<file path="src/rtl/vmicro16_apb_gpio_ctrl.sv">
// vmicro16_apb_gpio_ctrl: APB GPIO bank with set/clr/toggle, synchronised inputs and rising-edge irq
module vmicro16_apb_gpio_ctrl #(
   parameter int PINS = 16,
   parameter int DATA_WIDTH = 16,
   parameter int ADDR_WIDTH = 3,
   parameter logic [PINS-1:0] OUT_RESET = '0
) (
   input  logic                  clk,
   input  logic                  reset,
   input  logic [ADDR_WIDTH-1:0] S_PADDR,
   input  logic                  S_PWRITE,
   input  logic                  S_PSELx,
   input  logic                  S_PENABLE,
   input  logic [DATA_WIDTH-1:0] S_PWDATA,
   output logic [DATA_WIDTH-1:0] S_PRDATA,
   output logic                  S_PREADY,
   output logic [PINS-1:0]       gpio_out,
   input  logic [PINS-1:0]       gpio_in,
   output logic                  irq
);
   typedef enum logic [1:0] {IDLE, SETUP, ACCESS} state_t;
   localparam logic [ADDR_WIDTH-1:0] A_OUT = ADDR_WIDTH'(0);
   localparam logic [ADDR_WIDTH-1:0] A_SET = ADDR_WIDTH'(1);
   localparam logic [ADDR_WIDTH-1:0] A_CLR = ADDR_WIDTH'(2);
   localparam logic [ADDR_WIDTH-1:0] A_TGL = ADDR_WIDTH'(3);
   localparam logic [ADDR_WIDTH-1:0] A_IN  = ADDR_WIDTH'(4);
   localparam logic [ADDR_WIDTH-1:0] A_EDG = ADDR_WIDTH'(5);
   localparam logic [ADDR_WIDTH-1:0] A_IEN = ADDR_WIDTH'(6);
   state_t state_q, state_d;
   logic [PINS-1:0] out_q, out_d, sync1_q, sync2_q, prev_q;
   logic [PINS-1:0] edge_q, edge_d, irq_en_q, irq_en_d;
   logic [DATA_WIDTH-1:0] prdata_q, prdata_d;
   logic [PINS-1:0] wd, w1c, rd;
   logic wr;
   always_comb begin
      state_d  = (state_q == SETUP) ? ACCESS : (S_PSELx && !S_PENABLE) ? SETUP : IDLE;
      wr       = (state_q == ACCESS) && S_PSELx && S_PWRITE;
      wd       = S_PWDATA[PINS-1:0];
      out_d    = !wr ? out_q :
                 (S_PADDR == A_OUT) ? wd :
                 (S_PADDR == A_SET) ? (out_q | wd) :
                 (S_PADDR == A_CLR) ? (out_q & ~wd) :
                 (S_PADDR == A_TGL) ? (out_q ^ wd) : out_q;
      irq_en_d = (wr && S_PADDR == A_IEN) ? wd : irq_en_q;
      w1c      = (wr && S_PADDR == A_EDG) ? wd : '0;
      // a rise in the same cycle as its W1C must survive
      edge_d   = (edge_q & ~w1c) | (sync2_q & ~prev_q);
      rd       = (S_PADDR == A_OUT) ? out_q :
                 (S_PADDR == A_IN)  ? sync2_q :
                 (S_PADDR == A_EDG) ? edge_q :
                 (S_PADDR == A_IEN) ? irq_en_q : '0;
      prdata_d = (state_q == SETUP) ? DATA_WIDTH'(rd) : '0;
   end
   always_ff @(posedge clk) begin
      if (reset) begin
         state_q  <= IDLE;
         out_q    <= OUT_RESET;
         sync1_q  <= '0;
         sync2_q  <= '0;
         prev_q   <= '0;
         edge_q   <= '0;
         irq_en_q <= '0;
         prdata_q <= '0;
      end else begin
         state_q  <= state_d;
         out_q    <= out_d;
         sync1_q  <= gpio_in;
         sync2_q  <= sync1_q;
         prev_q   <= sync2_q;
         edge_q   <= edge_d;
         irq_en_q <= irq_en_d;
         prdata_q <= prdata_d;
      end
   end
   assign S_PREADY = (state_q == ACCESS);
   assign S_PRDATA = prdata_q;
   assign gpio_out = out_q;
   assign irq      = |(edge_q & irq_en_q);
endmodule

</file>
<file path="config.mk">
export PLATFORM = sky130hd
export DESIGN_NAME = vmicro16_apb_gpio_ctrl
export DESIGN_NICKNAME = d
export VERILOG_FILES = /design/src/rtl/vmicro16_apb_gpio_ctrl.sv
export SDC_FILE = /design/constraint.sdc
export NUM_CORES = 1
export LEC_CHECK = 0
export ABC_AREA = 1
export BUFFER_PORTS_ARGS = -buffer_cell sky130_fd_sc_hd__buf_2
export CAP_MARGIN = 20
export CORE_MARGIN = 2
export CORE_UTILIZATION = 50
export CTS_CLUSTER_DIAMETER = 40
export DETAILED_ROUTE_END_ITERATION = 10
export GPL_TIMING_DRIVEN = 0
export PLACE_DENSITY = 0.78
export REMOVE_ABC_BUFFERS = 1
export SYNTH_ARGS = -nofsm -noshare
export SYNTH_HDL_FRONTEND = slang
export SYNTH_SLANG_ARGS = --single-unit
</file>
<file path="constraint.sdc">
create_clock -name clk -period 1.9 [get_ports clk]
set_input_delay 0.38 -clock clk [delete_from_list [all_inputs] [get_ports clk]]
set_output_delay 0.38 -clock clk [all_outputs]
set_load 0.02 [all_outputs]
</file>
==> Word level (Yosys, flattened, before mapping) <==
Index checks and enable logic that the tools add are counted.
{ "totals": {"inputBits": 40, "ff_bits": 114, "word_cells": 51, "out_inout_bits": 34} }
{ "classes": {"n_eq_ne": 8, "bitwise_logic": 11, "reduce_logical": 12, "mux": 11} }
{ "op_table": {"columns": ["operator", "n"], "rows": [
  ["2-to-1 mux 16 bit", 9],
  ["bitwise AND 16 bit", 4],
  ["NOT 16 bit", 3],
  ["OR 16 bit", 2],
  ["OR reduction 16 bit", 1],
  ["bitwise XOR 16 bit", 1],
  ["equality test 3 bit, second input constant", 3],
  ["equality test 3 x 2 -> 1 bit, second input constant", 2],
  ["logical AND 1 bit", 5],
  ["nonzero test 4 bit", 1],
  ["OR reduction 2 bit", 2],
  ["equality test 3 x 1 -> 1 bit, second input constant", 1],
  ["zero test 3 bit", 1],
  ["equality test 2 x 1 -> 1 bit, second input constant", 1],
  ["equality test 2 bit, second input constant", 1],
  ["2-to-1 mux 2 bit", 1],
  ["AND reduction 2 bit", 1],
  ["zero test 1 bit", 1],
  ["2-to-1 mux 1 bit", 1],
  ["NOT 1 bit", 1]
]} }

==> Longest topological paths before layout <==
Gate-level depths: netlist (run 1).
{ "logic_depth": {"depth_word": 8, "depth_mapped": 10, "mapped_depth_nobuf": 8} }

==> Worst setup path before layout (run 1) <==
OpenSTA, ideal clock, no wires.
{ "synth_path": {"path_kind": "input-to-reg", "from": "in S_PADDR[2]", "to": "reg out_q[3] (netlist: gpio_out[3])", "path_buffers": 3, "path_slack_ns": 0.458, "setup_ns": 0.132, "stages": 9, "t_required_ns": 1.768, "arrival_time_ns": 1.310, "cell_sequence": "buf_4 -> inv_2 -> buf_4 -> clkbuf_1 -> nand3_1 -> nand3_1 -> nand2_1 -> nand2_1 -> a21oi_1"} }
{ "synth_between": {"elab_chain_cells": 4, "word_cells_on_any_way": 9, "cone_classes": "eq/ne (3); mux (3); reduce/logical (3)"} }
{ "synth_rtl": {"columns": ["item", "line_no", "source"], "rows": [
  ["start: declaration", "10", "input logic [ADDR_WIDTH-1:0] S_PADDR,"],
  ["equality test 3 x 2 -> 1 bit", "42", "(S_PADDR == A_CLR) ? (out_q & ~wd) :"],
  ["2-to-1 mux 16 bit", "42", null],
  ["2-to-1 mux 16 bit", "41", "(S_PADDR == A_SET) ? (out_q | wd) :"],
  ["2-to-1 mux 16 bit", "40", "(S_PADDR == A_OUT) ? wd :"],
  ["end signal: assignment", "66", "out_q <= out_d;"],
  ["end: declaration", "30", "logic [PINS-1:0] out_q, out_d, sync1_q, sync2_q, prev_q;"]
]} }
Several ways; a longest one is shown, not always the timed one.
A chain may end at the register's enable or synchronous reset.

==> Final worst setup path (run 1) <==
{ "layout_path": {"from": "in S_PADDR[0]", "to": "reg prdata_q[5] (netlist: S_PRDATA[5])"} }
{ "layout_between": {"elab_chain_cells": 5, "word_cells_on_any_way": 8, "cone_classes": "eq/ne (3); mux (4); reduce/logical (1)"} }
{ "layout_rtl": {"columns": ["item", "line_no", "source"], "rows": [
  ["equality test 3 bit", "51", "(S_PADDR == A_IEN) ? irq_en_q : '0;"],
  ["2-to-1 mux 16 bit", "51", null],
  ["2-to-1 mux 16 bit", "50", "(S_PADDR == A_EDG) ? edge_q :"],
  ["2-to-1 mux 16 bit", "49", "(S_PADDR == A_IN) ? sync2_q :"],
  ["2-to-1 mux 16 bit (*)", "48", "rd = (S_PADDR == A_OUT) ? out_q :"],
  ["end signal: assignment", "72", "prdata_q <= prdata_d;"],
  ["end: declaration", "32", "logic [DATA_WIDTH-1:0] prdata_q, prdata_d;"]
]} }
Every way passes the cells marked *; elsewhere a longest branch is shown, timed or not.

==> results of run 1 <==
-- worst register-to-register path: stages (launching register included) --
cell and delay, ps:
dfxtp_1 300, inv_1 60, nand2_1 60, nor2_1 230, nand3_2 570, o21ai_0 430, a21oi_1 80
-- area by class of cell --
class / count / area [um^2] / share of cell area [%]
repair buffers: 76 / 420 / 6.71
clock inverters: 6 / 80.1 / 1.28
flip-flops and latches: 114 / 2290 / 36.6
multi-input cells: 418 / 2240 / 35.8
inverters: 156 / 587 / 9.37
well taps: 136 / 170 / 2.72
clock buffers: 24 / 470 / 7.51
-- synthesized netlist by cell type (2+ instances only) --
master	n	area, um^2
nor3_1	2	10.0
inv_2	4	15.0
inv_1	152	571
clkbuf_1	16	60.1
nand3_2	4	40.0
buf_4	3	22.5
nor2_4	2	22.5
o21ai_0	20	100
nand3_1	47	235
nand2_1	82	308
buf_1	3	11.3
dfxtp_1	114	2280
o22ai_1	38	238
a21oi_1	50	250
ha_1	32	400
nor2_1	114	428
o21ai_1	24	120
buf_2	11	55.1
-- layer usage --
layer  track usage (%)  up-vias  share of wire [%]
li1                  -     2376                  -
met1              30.0     2179                 43
met2              39.4      239                 46
met3              7.42       31                9.0
met4              9.02        0                2.0
met5                 0        -                  0
-- state kept, by name, summed over array words and instances, names as in the netlist --
| signal | cells |
|---|---|
| S_PRDATA | 16 |
| edge_q | 16 |
| gpio_out | 16 |
| irq_en_q | 16 |
| prev_q | 16 |
| state_q | 2 |
| sync1_q | 16 |
| sync2_q | 16 |
-- logic make-up (layout without fill, tap and decap cells) --
logic type	Yosys count	after routing	synth area share, %
flops	114	114	43.9
fa+ha+maj	32	32	7.70
buf+inv	189	262	14.1
compound gates	132	132	13.6
simple gates	254	254	20.7
-- report_power, final --
group | internal (mW) | switching [mW]
Combinational | 0.134 | 0.279
Sequential | 2.46 | 0.0270
Clock | 1.94 | 1.06
Total | 4.54 | 1.37
-- how the worst max path moves through the flow --
stage          slack, ps     endpoint  depth (start not counted)
5_1_grt             -130  irq_en_q[7]                          6
3_3_place_gp       -1490  S_PRDATA[5]                          4
2_1_floorplan        360  gpio_out[0]                          6
3_5_place_dp        -800  S_PRDATA[0]                          4
6_report              30  S_PRDATA[5]                          6
4_1_cts                2          irq                          5
-- timing repair --
action / CTS / global route
setup endpoints to repair: 18 / 32
hold buffers: 0 / 0
setup buffers: 0 / 2
pin swaps: 2 / 11
resized for setup: 7 / 21
hold endpoints to repair: 0 / 0
-- metrics by stage --
stage / area, um^2 / TNS [ps] / util, % / hold WS, ps / power [mW]
global route: 6270 / -1420 / 61.2 / 20.5 / 6.08
floorplan: 5050 / 0 / - / 388 / 2.76
detailed placement: 5620 / -23780 / 54.9 / 393 / 2.92
CTS: 6190 / 0 / 60.5 / 25.6 / 5.90
global placement: 5590 / -49910 / 54.6 / 389 / 2.91
finish: 6270 / 0 / 61.2 / 25.3 / 5.91
==> reports/results.ini, run 1 <==
[setup_path]
r2r-start=state_q[0]
crit_top_cell=nor2_1
critPathSlowestCell=nand2_1
r2r_end=irq_en_q[11]
path_max_fanout=18
endpoint_kind=flop
critPathBufInv=1
crit_chain=buf_2 > nor2_4 > nand2_1 > o22ai_1 > nor2_1 > nor2_1
path_class=input pin to flop
r2r_slack_ps=50
startpoint=S_PADDR[0]
setup.worst_path.start_class=input pin
path_delay_family=simple AND/OR/NAND/NOR gates
worstRegToRegCells=6
slowest_delay_ps=680
required_ps=2340
arrival_ps=2310

[drt]
drc=1
wl_per_cell_um=14.2
ant_nets=0
vias_per_cell=5.19
drt_first_pass_iters=8
drt_iter0_markers=352
routed_wl_mm=13.3
vias=4825

[clock_network]
cts_num_sinks=114
clockRootBuffer=clkbuf_8
cts_buffers=17
cts_buffer_depth=2
clkTransAtPathRegs_ps=60
cts_htree_levels=4
clkLatencyLatePin_ps=520
cts_tree=yes

[synthesis]
ys_ff_latch=114
synthCells=721
syn_area_um2=5200
ys.flop_type=dfxtp_1
ys.warnings.count=0
async_reset_ff_share_pct=0
syn_area_per_cell_um2=7.21
ys_types=21
synth_edf_count=0
synth_seq_area_share_pct=43.9

[finish]
final_cells=930
finalNetCount=855
layout_commonest_cell=inv_1
area_growth_pct=20.5
layout-drive-gt1-share_pct=17.1
nFillCells=942
diodes=0
final_cell_mix=inv_1, nor2_1, dfxtp_1, nand2_1, buf_2

[timing]
rsz0062_at_grt=yes
fin_ws_ps=30.2
tightest_slew_ps=818
fmax_mhz=535
fin_skew_ps=6.13
period_share_pct=98.4
slew_headroom_pct=45.3
setup_viol=0
fin_crit_ps=1870
drv_slew=0
final-hold-violation-count=0

[grt]
grt_overflow=0
antenna_found_initial=0
grtUsageTotal_pct=24.1
grt_pass1_vias=4482
grt_pass1_wl_mm=21.2
grt_max_degree=82

[placement]
place_inst=898
hpwl_mm=7.63
io_buffers=73
place.gp.congestion=0.778
place_worst_setup_slack_ps=-798

[worst_hold_path]
hold_start=S_PENABLE
hold_path_class=input pin to flop
hold_end=state_q[0]
worstHoldPathCells=2

[pwr]
powerDensity_nw_per_um2=943
p_leak_nw=2.87
ir_worst_vdd_uv=559

[die]
die_y_um=106
io_pins=74
die_x_um=106
rows=37
initial_utilization_pct=50.8
fp.dieArea_um2=11200
fp.coreArea_um2=10200

[status]
failed_checks=DRC
status=finished, violations left

[flow_run]
cap_violations=0

(Power assumes the default switching activity.)
==> run 2: changes to the inputs <==
--- a/config.mk
+++ b/config.mk
@@ -14,7 +14,6 @@
 export DETAILED_ROUTE_END_ITERATION = 10
 export GPL_TIMING_DRIVEN = 0
 export PLACE_DENSITY = 0.78
-export REMOVE_ABC_BUFFERS = 1
 export SYNTH_ARGS = -nofsm -noshare
 export SYNTH_HDL_FRONTEND = slang
 export SYNTH_SLANG_ARGS = --single-unit
==> constraint.sdc (replaced) <==
create_clock -name clk -period 2.1 [get_ports clk]
set_input_delay 0.42 -clock clk [delete_from_list [all_inputs] [get_ports clk]]
set_output_delay 0.42 -clock clk [all_outputs]
set_load 0.02 [all_outputs]
==> run 2 against run 1 <==
The flow now finishes without violations. First-iteration DRC count grew 8.2%. Register-to-register slack better by 310 ps. Flip-flop and latch count did not move. Largest power group unchanged. Critical endpoint is now irq. Clock skew up 4.0 ps. Combinational power shrank 11%. Non-clock buffer count up 28. Critical path depth fell by 1. Die area stayed put. Worst setup slack gained 150 ps. Core utilization increased by 0.098 points. Via count is 4.0% lower.
==> reports/results.ini, run 2 (synthesis gave the netlist of run 1 again) <==
[die]
die_x_um=106
rows=37
die_y_um=106
fp.dieArea_um2=11200
fp.coreArea_um2=10200
initial_utilization_pct=50.8
io_pins=74

[clock_network]
cts_htree_levels=4
cts_tree=yes
post_cts_resized=0
clkLatencyLatePin_ps=510
clkTransAtPathRegs_ps=60
clockRootBuffer=clkbuf_8
cts_buffer_depth=2
cts_num_sinks=114
cts_buffers=17
post_cts_buffers=0
cts_hold_buf=0

[timing]
slew_headroom_pct=59.7
fin_crit_ps=1920
fin_skew_ps=10.1
fmax_mhz=522
period_share_pct=91.2
rsz0062_at_grt=no
setup_viol=0
fin_tns_setup_ps=0
drv_slew=0
final-hold-violation-count=0
tightest_slew_ps=605

[finish]
layout-drive-gt1-share_pct=15.7
final_cells=960
final_area_um2=6280
area_growth_pct=20.7
final-seq-area_um2=2280
final_cell_mix=inv_1, dfxtp_1, nor2_1, nand2_1, buf_2
multi_input_area_um2=2180
diodes=0
finalNetCount=883
nFillCells=946
layout_commonest_cell=inv_1
utilization_pct=61.3

[drt]
routed_wl_mm=12.3
ant_nets=0
drt_iter0_markers=381
wl_per_cell_um=12.8
vias=4630
drc=0
drt_first_pass_iters=6
vias_per_cell=4.82

[worst_hold_path]
hold_end=state_q[0]
hold_path_class=input pin to flop
worstHoldPathCells=2
hold_start=S_PENABLE

[grt]
grt_overflow=0
grt_pass1_vias=4392
antenna_found_initial=0
grt_max_degree=17
grt_pass1_wl_mm=20.4
grtUsageTotal_pct=22.9

[setup_path]
path_class=flop to output port
r2r_slack_ps=360
r2r_end=gpio_out[11]
setup.worst_path.start_class=flop
required_ps=1680
arrival_ps=1500
endpoint_kind=output port
worstRegToRegCells=8
r2r-start=state_q[0]
path_max_fanout=2

[placement]
placed_cell_area_um2=5730
hpwl_mm=9.16
place_inst=928
place.gp.congestion=0.879
io_buffers=71

[pwr]
powerDensity_nw_per_um2=833
p_leak_nw=2.85
ir_worst_vdd_uv=391

[status]
status=completed

[flow_run]
cap_violations=0

[synthesis]
synthesis.nets=793

[run 2: stage by stage]
step	total power [mW]	setup WS, ps	hold WS, ps
after floorplan	2.53	618	388
after global placement	2.65	259	390
after detailed placement	2.66	269	392
after CTS	5.26	181	65.4
after global routing	5.43	131	70.2
final	5.23	185	82.8
[run 2: how the worst max path moves through the flow]
| stage | to | slack, ps | cells after the start | from |
|---|---|---|---|---|
| after global placement | edge_q[14] | 260 | 4 | reset |
| final | irq | 180 | 5 | edge_q[6] |
| after global routing | irq | 130 | 5 | edge_q[6] |
| after floorplan | gpio_out[3] | 620 | 9 | S_PADDR[2] |
| after CTS | irq | 180 | 5 | edge_q[6] |
| after detailed placement | gpio_out[3] | 270 | 8 | S_PSELx |
[run 2: power breakdown]
part / internal, mW / total (mW) / switching, mW
clock network: 1.57 / 2.61 / 1.04
logic: 0.128 / 0.368 / 0.241
registers: 2.22 / 2.25 / 0.0240
total: 3.92 / 5.23 / 1.30
[run 2: cell type report]
cell class | instances | area share [%]
sequential | 114 | 36.4
multi-input combinational | 418 | 34.8
tap | 136 | 2.71
buffer | 33 | 2.37
timing repair buffer | 71 | 5.66
clock buffer | 17 | 6.60
inverter | 156 | 9.33
clock inverter | 15 | 2.15
[run 2: critical path, cell delays in order (launching register included)]
cell,delay (ps)
dfxtp_1,330
inv_1,50
o22ai_1,260
a21oi_1,80
nand3_1,100
buf_2,170
[run 2: layer usage]
layer  global-route usage (%)  routed length (um)
met1                     28.5                5580
met4                     10.1                 250
met5                        0                   0
met2                     38.2                5710
met3                     5.09                 749
